## src/rtl/mem_arb_pkg.sv

```systemverilog
// Shared types for the two-port byte-memory arbiter: FSM state encoding and port indices.
// Latency: n/a (types and constants only).
// Backpressure: n/a.
package mem_arb_pkg;

    // One word access walks every state in order, then returns to IDLE
    typedef enum logic [2:0] {
        IDLE = 3'd0,
        HI   = 3'd1,
        LO   = 3'd2,
        CAP  = 3'd3,
        RESP = 3'd4
    } arb_state_t;

    localparam int PORT_FETCH = 0;
    localparam int PORT_DATA  = 1;

    // Index of the set bit in a two-bit one-hot grant (bit1 set -> data port)
    function automatic logic onehot2_idx(input logic [1:0] oh);
        return oh[PORT_DATA];
    endfunction

endpackage

```

## src/rtl/rr_arb2.sv

```systemverilog
// Two-way round-robin pick: one-hot grant from the request pair and the last winner.
// Latency: purely combinational.
// Backpressure: none; a requester that loses simply stays requesting.
module rr_arb2
    import mem_arb_pkg::*;
(
    input  logic [1:0] req_i,
    input  logic       last_gnt_i,   // index of the port that won last time
    output logic [1:0] gnt_o
);

    // A lone requester always wins; on a tie the port that did not win last time goes
    always_comb begin
        gnt_o = 2'b00;
        case (req_i)
            2'b01:   gnt_o = 2'b01;
            2'b10:   gnt_o = 2'b10;
            2'b11:   gnt_o = (last_gnt_i == 1'b1) ? 2'b01 : 2'b10;
            default: gnt_o = 2'b00;
        endcase
    end

endmodule

```

## src/rtl/mem_port_arbiter.sv

```systemverilog
// Shares one byte-wide single-port memory between the fetch and data ports as two big-endian byte beats.
// Latency: request sampled in cycle N, done_o in cycle N+4; at most one access every 5 cycles.
// Backpressure: a losing port holds req_i and is served next; MEM_ARB_STATS_EN adds saturating done counters.
module mem_port_arbiter
    import mem_arb_pkg::*;
#(
    parameter int AW    = 16,
    parameter int CNT_W = 16
) (
    input  logic          clock,
    input  logic          reset,
    input  logic [1:0]    req_i,
    input  logic [1:0]    we_i,
    input  logic [AW-1:0] addr0_i,
    input  logic [AW-1:0] addr1_i,
    input  logic [15:0]   wdata0_i,
    input  logic [15:0]   wdata1_i,
    output logic [1:0]    gnt_o,
    output logic [1:0]    done_o,
    output logic [15:0]   rdata_o,
    output logic          mem_en_o,
    output logic          mem_we_o,
    output logic [AW-1:0] mem_addr_o,
    output logic [7:0]    mem_wdata_o,
    input  logic [7:0]    mem_rdata_i
`ifdef MEM_ARB_STATS_EN
    ,
    output logic [CNT_W-1:0] cnt0_o,
    output logic [CNT_W-1:0] cnt1_o
`endif
);

    arb_state_t    state_q, state_d;
    logic          last_gnt_q, last_gnt_d;
    logic          owner_q, owner_d;
    logic          we_q, we_d;
    logic [AW-1:0] addr_q, addr_d;
    logic [15:0]   wdata_q, wdata_d;
    logic [7:0]    hi_q, hi_d;

    logic [1:0]    gnt_q, gnt_d;
    logic [1:0]    done_q, done_d;
    logic [15:0]   rdata_q, rdata_d;
    logic          mem_en_q, mem_en_d;
    logic          mem_we_q, mem_we_d;
    logic [AW-1:0] mem_addr_q, mem_addr_d;
    logic [7:0]    mem_wdata_q, mem_wdata_d;

    logic [1:0]    pick;
    logic          pick_idx;
    logic          sel_we;
    logic [AW-1:0] sel_addr;
    logic [15:0]   sel_wdata;

    rr_arb2 u_rr_arb2 (
        .req_i      (req_i),
        .last_gnt_i (last_gnt_q),
        .gnt_o      (pick)
    );

    // Steer the winning port's request fields; only consumed at the grant edge
    always_comb begin
        pick_idx  = onehot2_idx(pick);
        sel_we    = pick_idx ? we_i[PORT_DATA] : we_i[PORT_FETCH];
        sel_addr  = pick_idx ? addr1_i  : addr0_i;
        sel_wdata = pick_idx ? wdata1_i : wdata0_i;
    end

    // Next state and next registered outputs; the outputs lead the state by one edge so
    // every memory beat and the done pulse appear in the cycle named by the state
    always_comb begin
        state_d     = state_q;
        last_gnt_d  = last_gnt_q;
        owner_d     = owner_q;
        we_d        = we_q;
        addr_d      = addr_q;
        wdata_d     = wdata_q;
        hi_d        = hi_q;
        gnt_d       = gnt_q;
        done_d      = 2'b00;
        rdata_d     = rdata_q;
        mem_en_d    = mem_en_q;
        mem_we_d    = mem_we_q;
        mem_addr_d  = mem_addr_q;
        mem_wdata_d = mem_wdata_q;

        case (state_q)
            IDLE: begin
                if (|req_i) begin
                    owner_d     = pick_idx;
                    last_gnt_d  = pick_idx;
                    gnt_d       = pick;
                    we_d        = sel_we;
                    addr_d      = sel_addr;
                    wdata_d     = sel_wdata;
                    mem_en_d    = 1'b1;
                    mem_we_d    = sel_we;
                    mem_addr_d  = sel_addr;
                    mem_wdata_d = sel_wdata[15:8];
                    state_d     = HI;
                end
            end
            HI: begin
                // Second beat; the address wraps naturally at 2^AW
                mem_addr_d  = addr_q + AW'(1);
                mem_wdata_d = wdata_q[7:0];
                state_d     = LO;
            end
            LO: begin
                hi_d     = mem_rdata_i;
                mem_en_d = 1'b0;
                mem_we_d = 1'b0;
                state_d  = CAP;
            end
            CAP: begin
                if (!we_q) begin
                    rdata_d = {hi_q, mem_rdata_i};
                end
                done_d  = owner_q ? 2'b10 : 2'b01;
                state_d = RESP;
            end
            RESP: begin
                gnt_d   = 2'b00;
                state_d = IDLE;
            end
            default: begin
                gnt_d    = 2'b00;
                mem_en_d = 1'b0;
                mem_we_d = 1'b0;
                state_d  = IDLE;
            end
        endcase
    end

    // State, latched request and registered outputs; reset drops any access in flight
    always_ff @(posedge clock) begin
        if (reset) begin
            state_q     <= IDLE;
            last_gnt_q  <= 1'b1;
            owner_q     <= 1'b0;
            we_q        <= 1'b0;
            addr_q      <= '0;
            wdata_q     <= '0;
            hi_q        <= '0;
            gnt_q       <= 2'b00;
            done_q      <= 2'b00;
            rdata_q     <= '0;
            mem_en_q    <= 1'b0;
            mem_we_q    <= 1'b0;
            mem_addr_q  <= '0;
            mem_wdata_q <= '0;
        end else begin
            state_q     <= state_d;
            last_gnt_q  <= last_gnt_d;
            owner_q     <= owner_d;
            we_q        <= we_d;
            addr_q      <= addr_d;
            wdata_q     <= wdata_d;
            hi_q        <= hi_d;
            gnt_q       <= gnt_d;
            done_q      <= done_d;
            rdata_q     <= rdata_d;
            mem_en_q    <= mem_en_d;
            mem_we_q    <= mem_we_d;
            mem_addr_q  <= mem_addr_d;
            mem_wdata_q <= mem_wdata_d;
        end
    end

    assign gnt_o       = gnt_q;
    assign done_o      = done_q;
    assign rdata_o     = rdata_q;
    assign mem_en_o    = mem_en_q;
    assign mem_we_o    = mem_we_q;
    assign mem_addr_o  = mem_addr_q;
    assign mem_wdata_o = mem_wdata_q;

`ifdef MEM_ARB_STATS_EN
    logic [CNT_W-1:0] cnt0_q, cnt1_q;

    // Count completed accesses per port, holding at all-ones instead of wrapping
    always_ff @(posedge clock) begin
        if (reset) begin
            cnt0_q <= '0;
            cnt1_q <= '0;
        end else begin
            if (done_q[PORT_FETCH] && (cnt0_q != {CNT_W{1'b1}})) begin
                cnt0_q <= cnt0_q + CNT_W'(1);
            end
            if (done_q[PORT_DATA] && (cnt1_q != {CNT_W{1'b1}})) begin
                cnt1_q <= cnt1_q + CNT_W'(1);
            end
        end
    end

    assign cnt0_o = cnt0_q;
    assign cnt1_o = cnt1_q;
`endif

endmodule
```

## config.mk

```make
export PLATFORM = sky130hd
export DESIGN_NAME = mem_port_arbiter
export DESIGN_NICKNAME = d
export VERILOG_FILES = /design/src/rtl/mem_arb_pkg.sv /design/src/rtl/rr_arb2.sv /design/src/rtl/mem_port_arbiter.sv
export SDC_FILE = /design/constraint.sdc
export NUM_CORES = 1
export LEC_CHECK = 0
export ABC_AREA = 0
export CORE_MARGIN = 4
export CORE_UTILIZATION = 46
export DETAILED_ROUTE_END_ITERATION = 10
export PLACE_DENSITY = 0.84
export SLEW_MARGIN = 10
export SYNTH_ARGS = -nofsm -noshare
export SYNTH_HDL_FRONTEND = slang
export SYNTH_HIERARCHICAL = 1
export SYNTH_SLANG_ARGS = --single-unit
```

## constraint.sdc

```tcl
create_clock -name clock -period 2.2 [get_ports clock]
set_clock_uncertainty 0.05 [all_clocks]
set_input_delay 0.33 -clock clock [delete_from_list [all_inputs] [get_ports clock]]
set_output_delay 0.33 -clock clock [all_outputs]
set_load 0.02 [all_outputs]
```

Word-level counts from Yosys, hierarchy flattened. Cells that the tools add are included.

Register bits after elaboration: 84. Bits of input ports: 78. Output and inout port bits: 46. Word-level logic and storage cells: 56.

Add/subtract/negate cells: 1. Equal/unequal tests: 8. Multiplexer cells: 18. Bitwise gates (word level): 4. Reductions and logical operators: 11.

Operator list (count): $mux 16 (3); $pmux 16 s2 (1); $add 16x1->16 const B (1); $pmux 8 s2 (1); $pmux 3 s4 (1); $reduce_and 2->1 (5); $mux 8 (1); $eq 3x2->1 const B (2); $mux 2 (3); $pmux 2 s3 (1); $reduce_or 3->1 (2); $eq 2x2->1 const B (2); $not 1->1 (4); $pmux 1 s2 (2); $pmux 2 s2 (1); $reduce_or 2->1 (2); $eq 3x1->1 const B (1); $eq 3x3->1 const B (1); $logic_not 3->1 (1); $mux 1 (3); $mux 3 (1); $eq 2x1->1 const B (1); $ne 2x2->1 const B (1); $reduce_bool 2->1 (1).

Depth between registers and ports, before layout.
Depth in word-level cells: 5. Gate-level depth with buffers: 7. Depth with buffers taken out: 5.

Cells and area by module. The synthesis kept the hierarchy.

By module, submodules not included: mem_port_arbiter (instances 1, cells an instance 433, area an instance 3741.1 um^2, sequential area each 1681.6 um^2); rr_arb2 (instances 1, cells an instance 3, area an instance 18.8 um^2, sequential area each 0.0 um^2).

Worst setup path before layout. OpenSTA, ideal clock, no wires.

Path kind: input -> register. From: input port req_i[1]. To: register mem_we_q, in the netlist mem_we_o. Setup time: 132 ps. Data arrival time: 1416 ps. Data required time: 2018 ps. Slack: 601 ps. Cell stages on the path: 6. Buffers on the path: 2. Cell sequence: a21boi_0 -> buf_2 -> clkbuf_1 -> mux2_2 -> nand2_1 -> a21oi_1.

Cells in the longest elaborated chain, start to end: 5. Elaborated cells on any way between the ends: 10. Classes of those cells: 4 x eq/ne; 4 x mux; 2 x reduce/logical.

Ends and longest elaborated chain: start: declaration (line mem_port_arbiter.sv:12) `input logic [1:0] req_i,`; $eq 2x2->1 / $eq 2x1->1 (equally long branches) (line rr_arb2.sv:15) `case (req_i)`; $pmux 2 s3 (line rr_arb2.sv:15); $mux 1 (line mem_port_arbiter.sv:64) `sel_we = pick_idx ? we_i[PORT_DATA] : we_i[PORT_FETCH];`; $mux 1 (line mem_port_arbiter.sv:89) `if (|req_i) begin`; $pmux 1 s2 (line mem_port_arbiter.sv:87) `case (state_q)`; end signal: assignment (line mem_port_arbiter.sv:164) `mem_we_q <= mem_we_d;`; end: declaration (line mem_port_arbiter.sv:45) `logic mem_we_q, mem_we_d;`.

Several ways; a longest one is shown, not always the timed one. The select of a mux whose other input is x is not followed. A chain may end at the register's enable or synchronous reset.

Worst setup path in the final report.
From: input port req_i[1]. To: register mem_addr_q[4], in the netlist mem_addr_o[4].

Cells in the longest elaborated chain, start to end: 5. Elaborated cells on any way between the ends: 10. Classes of those cells: 4 x eq/ne; 4 x mux; 2 x reduce/logical.

Ends and longest elaborated chain: $eq 2x2->1 / $eq 2x1->1 (equally long branches) (line rr_arb2.sv:15); $pmux 2 s3 (*) (line rr_arb2.sv:15); via pick[1] (line mem_port_arbiter.sv:49) `logic [1:0] pick;`; $mux 16 (*) (line mem_port_arbiter.sv:65) `sel_addr = pick_idx ? addr1_i : addr0_i;`; $mux 16 (*) (line mem_port_arbiter.sv:89); $pmux 16 s2 (*) (line mem_port_arbiter.sv:87); end signal: assignment (line mem_port_arbiter.sv:165) `mem_addr_q <= mem_addr_d;`; end: declaration (line mem_port_arbiter.sv:46) `logic [AW-1:0] mem_addr_q, mem_addr_d;`.

Mark *: on every way through the listed nets, which the timed path passes. The rest lies on a longest branch. The select of a mux whose other input is x is not followed.

==> run_results.csv <==
group,metric,value,unit
outcome,outcome,"complete, no violations",
global_route,grt_pass1_vias,3549,
critical_path,path_class,"primary input to register",
clock_tree,cts_buffers,9,
flow_run,cap_violations,0,
sta,setup_violations,0,
clock_tree,clkTransAtPathRegs,0.09,ns
floorplanning,die-area,9684,µm²
place,place_congestion,0.8624,
sta,relSlewSlack,0.6446,
clock_tree,cts_hold_buf,0,
power_and_ir_drop,clkPwrFrac,0.259,
global_route,grt_use_total,0.2226,
global_route,grt_pass1_wl,17660,µm
route,vias,3596,
critical_path,cp.required,2.42,ns
global_route,antenna_found_initial,0,
finish,drive_gt1_frac,0.07104,
synth,yosys_warnings,6,
floorplanning,rows,32,
sta,worst_pin_slew,0.5331,ns
critical_path,worstPathArrival,2.02,ns
critical_path,worstPathCellList,"clkdlybuf4s50_1 -> a21boi_4 -> buf_12 -> mux2i_1 -> or3_1 -> a31oi_1",
place,dp.cells,635,
finish,fill_cells,643,
clock_tree,cts_tree,"yes",
synth,synth_seq_cells,84,
critical_path,rr_endpoint,"rdata_o[14]$_SDFFE_PP0P_",
critical_path,cp_max_fo,24,
floorplanning,pin_count,124,
global_route,grt_max_degree,39,
power_and_ir_drop,total_power,3.994,mW
clock_tree,cts_buffer_depth,2,
power_and_ir_drop,pwr-share-comb,0.280,
power_and_ir_drop,switching_share,0.3107,
critical_path,reg2reg_from,"state_q[1]$_SDFFE_PP0P_",
power_and_ir_drop,leakagePower,1.883,nW
power_and_ir_drop,p_sw,1.241,mW
route,drt_wl_total,10700,µm
critical_path,crit_buf_inv,2,
finish,seqCellArea,1682,µm²
route,firstDrtPassIters,4,
sta,fin_crit_sh,0.8176,
sta,fin_ws,0.4012,ns
clock_tree,htreeDepth,3,
clock_tree,clk_latency,0.35,ns
sta,finalHoldViolations,0,
route,wl_per_cell,16.43,µm
power_and_ir_drop,power_density,756.9,nW/µm²
clock_tree,cts_root_buf,"clkbuf_8",
floorplanning,die_h,98.41,µm
clock_tree,cts_resized,0,
critical_path,endpoint,"mem_addr_o[4]$_SDFFE_PP0P_",
finish,antennaDiodeCount,0,
synth,syn_nets,515,
clock_tree,cts_sinks,84,
synth,synth_area_leaders,"dfxtp_1 45%, nand2_1 6.6%, a211oi_1 6.0%",
finish,stdcell_count,651,
critical_path,critPathTopFamily,"buffers and inverters",
synth,synth-edff-count,0,
sta,slew_violations,0,
sta,tns,0,ns
place,place_hpwl,7677,µm
floorplanning,die_w,98.41,µm
route,via_per_inst,5.524,
synth,yosysUniqueCellTypes,45,
synth,ys.flop_type,"dfxtp_1",
synth,synth_common_cells,"84 x dfxtp_1, 66 x nand2_1, 39 x nor2_1",
global_route,grt-ovfl-total,0,
synth,synthCells,436,
critical_path,reg2reg_depth,4,
power_and_ir_drop,peakVddDrop,0.0003467,V
synth,synth_most_common_cell,"dfxtp_1",
sta,fin_hold_ws,0.3960,ns
critical_path,cp-startpoint,"req_i[1]",
sta,period_minus_slack,1.799,ns
worst_hold_path,hold_class,"register to register",
critical_path,end_kind,"register",
finish,nets,623,
floorplanning,core_area,7848,µm²
critical_path,path_depth,6,
synth,yosysTopAreaCell,"dfxtp_1",
critical_path,start_kind,"primary input",
finish,design_area,5276,µm²
critical_path,slowest_stage,"clkdlybuf4s50_1",
critical_path,r2r_slack,0.44,ns
critical_path,max_stage_delay,0.57,ns
synth,synth_top_area_share,0.4473,
power_and_ir_drop,internal_power,2.753,mW
clock_tree,post_cts_buffers,0,
synth,ys_seq_area_frac,0.4473,
synth,postSynth.asyncResetShare,0,
floorplanning,initial_core_util,0.4791,
power_and_ir_drop,seq_power_share,0.461,
finish,final_util,0.6724,
route,ant_nets,0,
route,route.detailed.drc,0,
synth,syn_area,3760,µm²
finish,multi_input_area,1888,µm²
place,pre_cts_slack,0.07228,ns
place,dpl-instance-area,5087,µm²
synth,avgSynthCellArea,8.624,µm²
place,io_buffers,123,
route,first_iter_violations,147,
sta,timing.fmax,0.5559,GHz
finish,syn2layout_area_growth,40.33,%
sta,rsz0062_at_grt,"false",
[sequential cells by signal, summed over array words and instances, names as in the netlist, 2 cells and up]
name / flops
wdata_q: 8
done_o: 2
mem_addr_o: 16
addr_q: 16
mem_wdata_o: 8
rdata_o: 16
hi_q: 8
state_q: 3
gnt_o: 2
[power groups by stage]
stage,registers [mW],clock network [mW],logic [mW]
floorplan,1.94,0,0.546
global placement,1.86,0,1.09
detailed placement,1.87,0,1.11
CTS,1.84,1.05,1.12
global route,1.87,1.11,1.21
finish,1.84,1.04,1.12
[logic make-up (layout without fill, tap and decap cells)]
family                   after synthesis  after routing  share of synthesized area
multiplexers                          19             19                    0.05125
flip-flops                            84             84                     0.4473
AO/OA/AOI/OAI                         98             98                     0.1794
buffers and inverters                 41            154                    0.05391
adder cells (fa/ha/maj)                1              1                   0.003327
AND/OR/NAND/NOR                      180            180                     0.2346
XOR/XNOR                              13             13                    0.03028
[worst register-to-register path, cell delays in order, from the launching register on]
cell,delay (ns)
dfxtp_1,0.54
nand2_1,0.19
or3_1,0.59
nand2_1,0.18
a21oi_1,0.08
[how the worst min path moves through the flow]
stage | slack [ns] | depth (start not counted) | to | start
floorplan | 0.36 | 1 | done_o[0]$_SDFF_PP0_ | owner_q$_SDFFE_PP0P_
global placement | 0.38 | 1 | done_o[0]$_SDFF_PP0_ | owner_q$_SDFFE_PP0P_
detailed placement | 0.39 | 1 | done_o[0]$_SDFF_PP0_ | owner_q$_SDFFE_PP0P_
CTS | 0.40 | 2 | rdata_o[10]$_SDFFE_PP0P_ | hi_q[2]$_SDFFE_PP0P_
global route | 0.43 | 2 | mem_we_o$_SDFFE_PP0P_ | mem_we_o$_SDFFE_PP0P_
finish | 0.40 | 2 | rdata_o[10]$_SDFFE_PP0P_ | hi_q[2]$_SDFFE_PP0P_
[cells in the final DEF (no fill, tap or decap), types with 5 or more instances in the layout]
cell | Yosys | layout
clkdlybuf4s50_1 | 0 | 122
dfxtp_1 | 84 | 84
nand2_1 | 66 | 66
nor2_1 | 39 | 39
a21oi_1 | 34 | 34
a211oi_1 | 30 | 30
nor2b_1 | 18 | 18
mux2i_1 | 17 | 17
nor3_1 | 13 | 13
clkbuf_8 | 0 | 12
o31ai_1 | 10 | 10
xor2_1 | 9 | 9
o32ai_1 | 8 | 8
nand3b_1 | 8 | 8
nand4_1 | 7 | 7
buf_4 | 3 | 7
nand3_1 | 6 | 6
buf_12 | 0 | 5
[routing by layer]
layer / vias to the layer above / global-route usage / share of wire
li1: 1759 / - / -
met1: 1709 / 0.2906 / 0.45
met2: 109 / 0.3682 / 0.48
met3: 19 / 0.04714 / 0.046
met4: 0 / 0.07038 / 0.022
met5: - / 0 / 0
[layout make-up]
cell class / instances / share of cell area
timing repair buffer: 135 / 0.2613
clock inverter: 3 / 0.003794
inverter: 3 / 0.002134
tap: 102 / 0.02419
clock buffer: 13 / 0.03201
sequential: 84 / 0.3187
multi-input combinational: 311 / 0.3578
No activity file was read; power rests on OpenSTA's default activity.
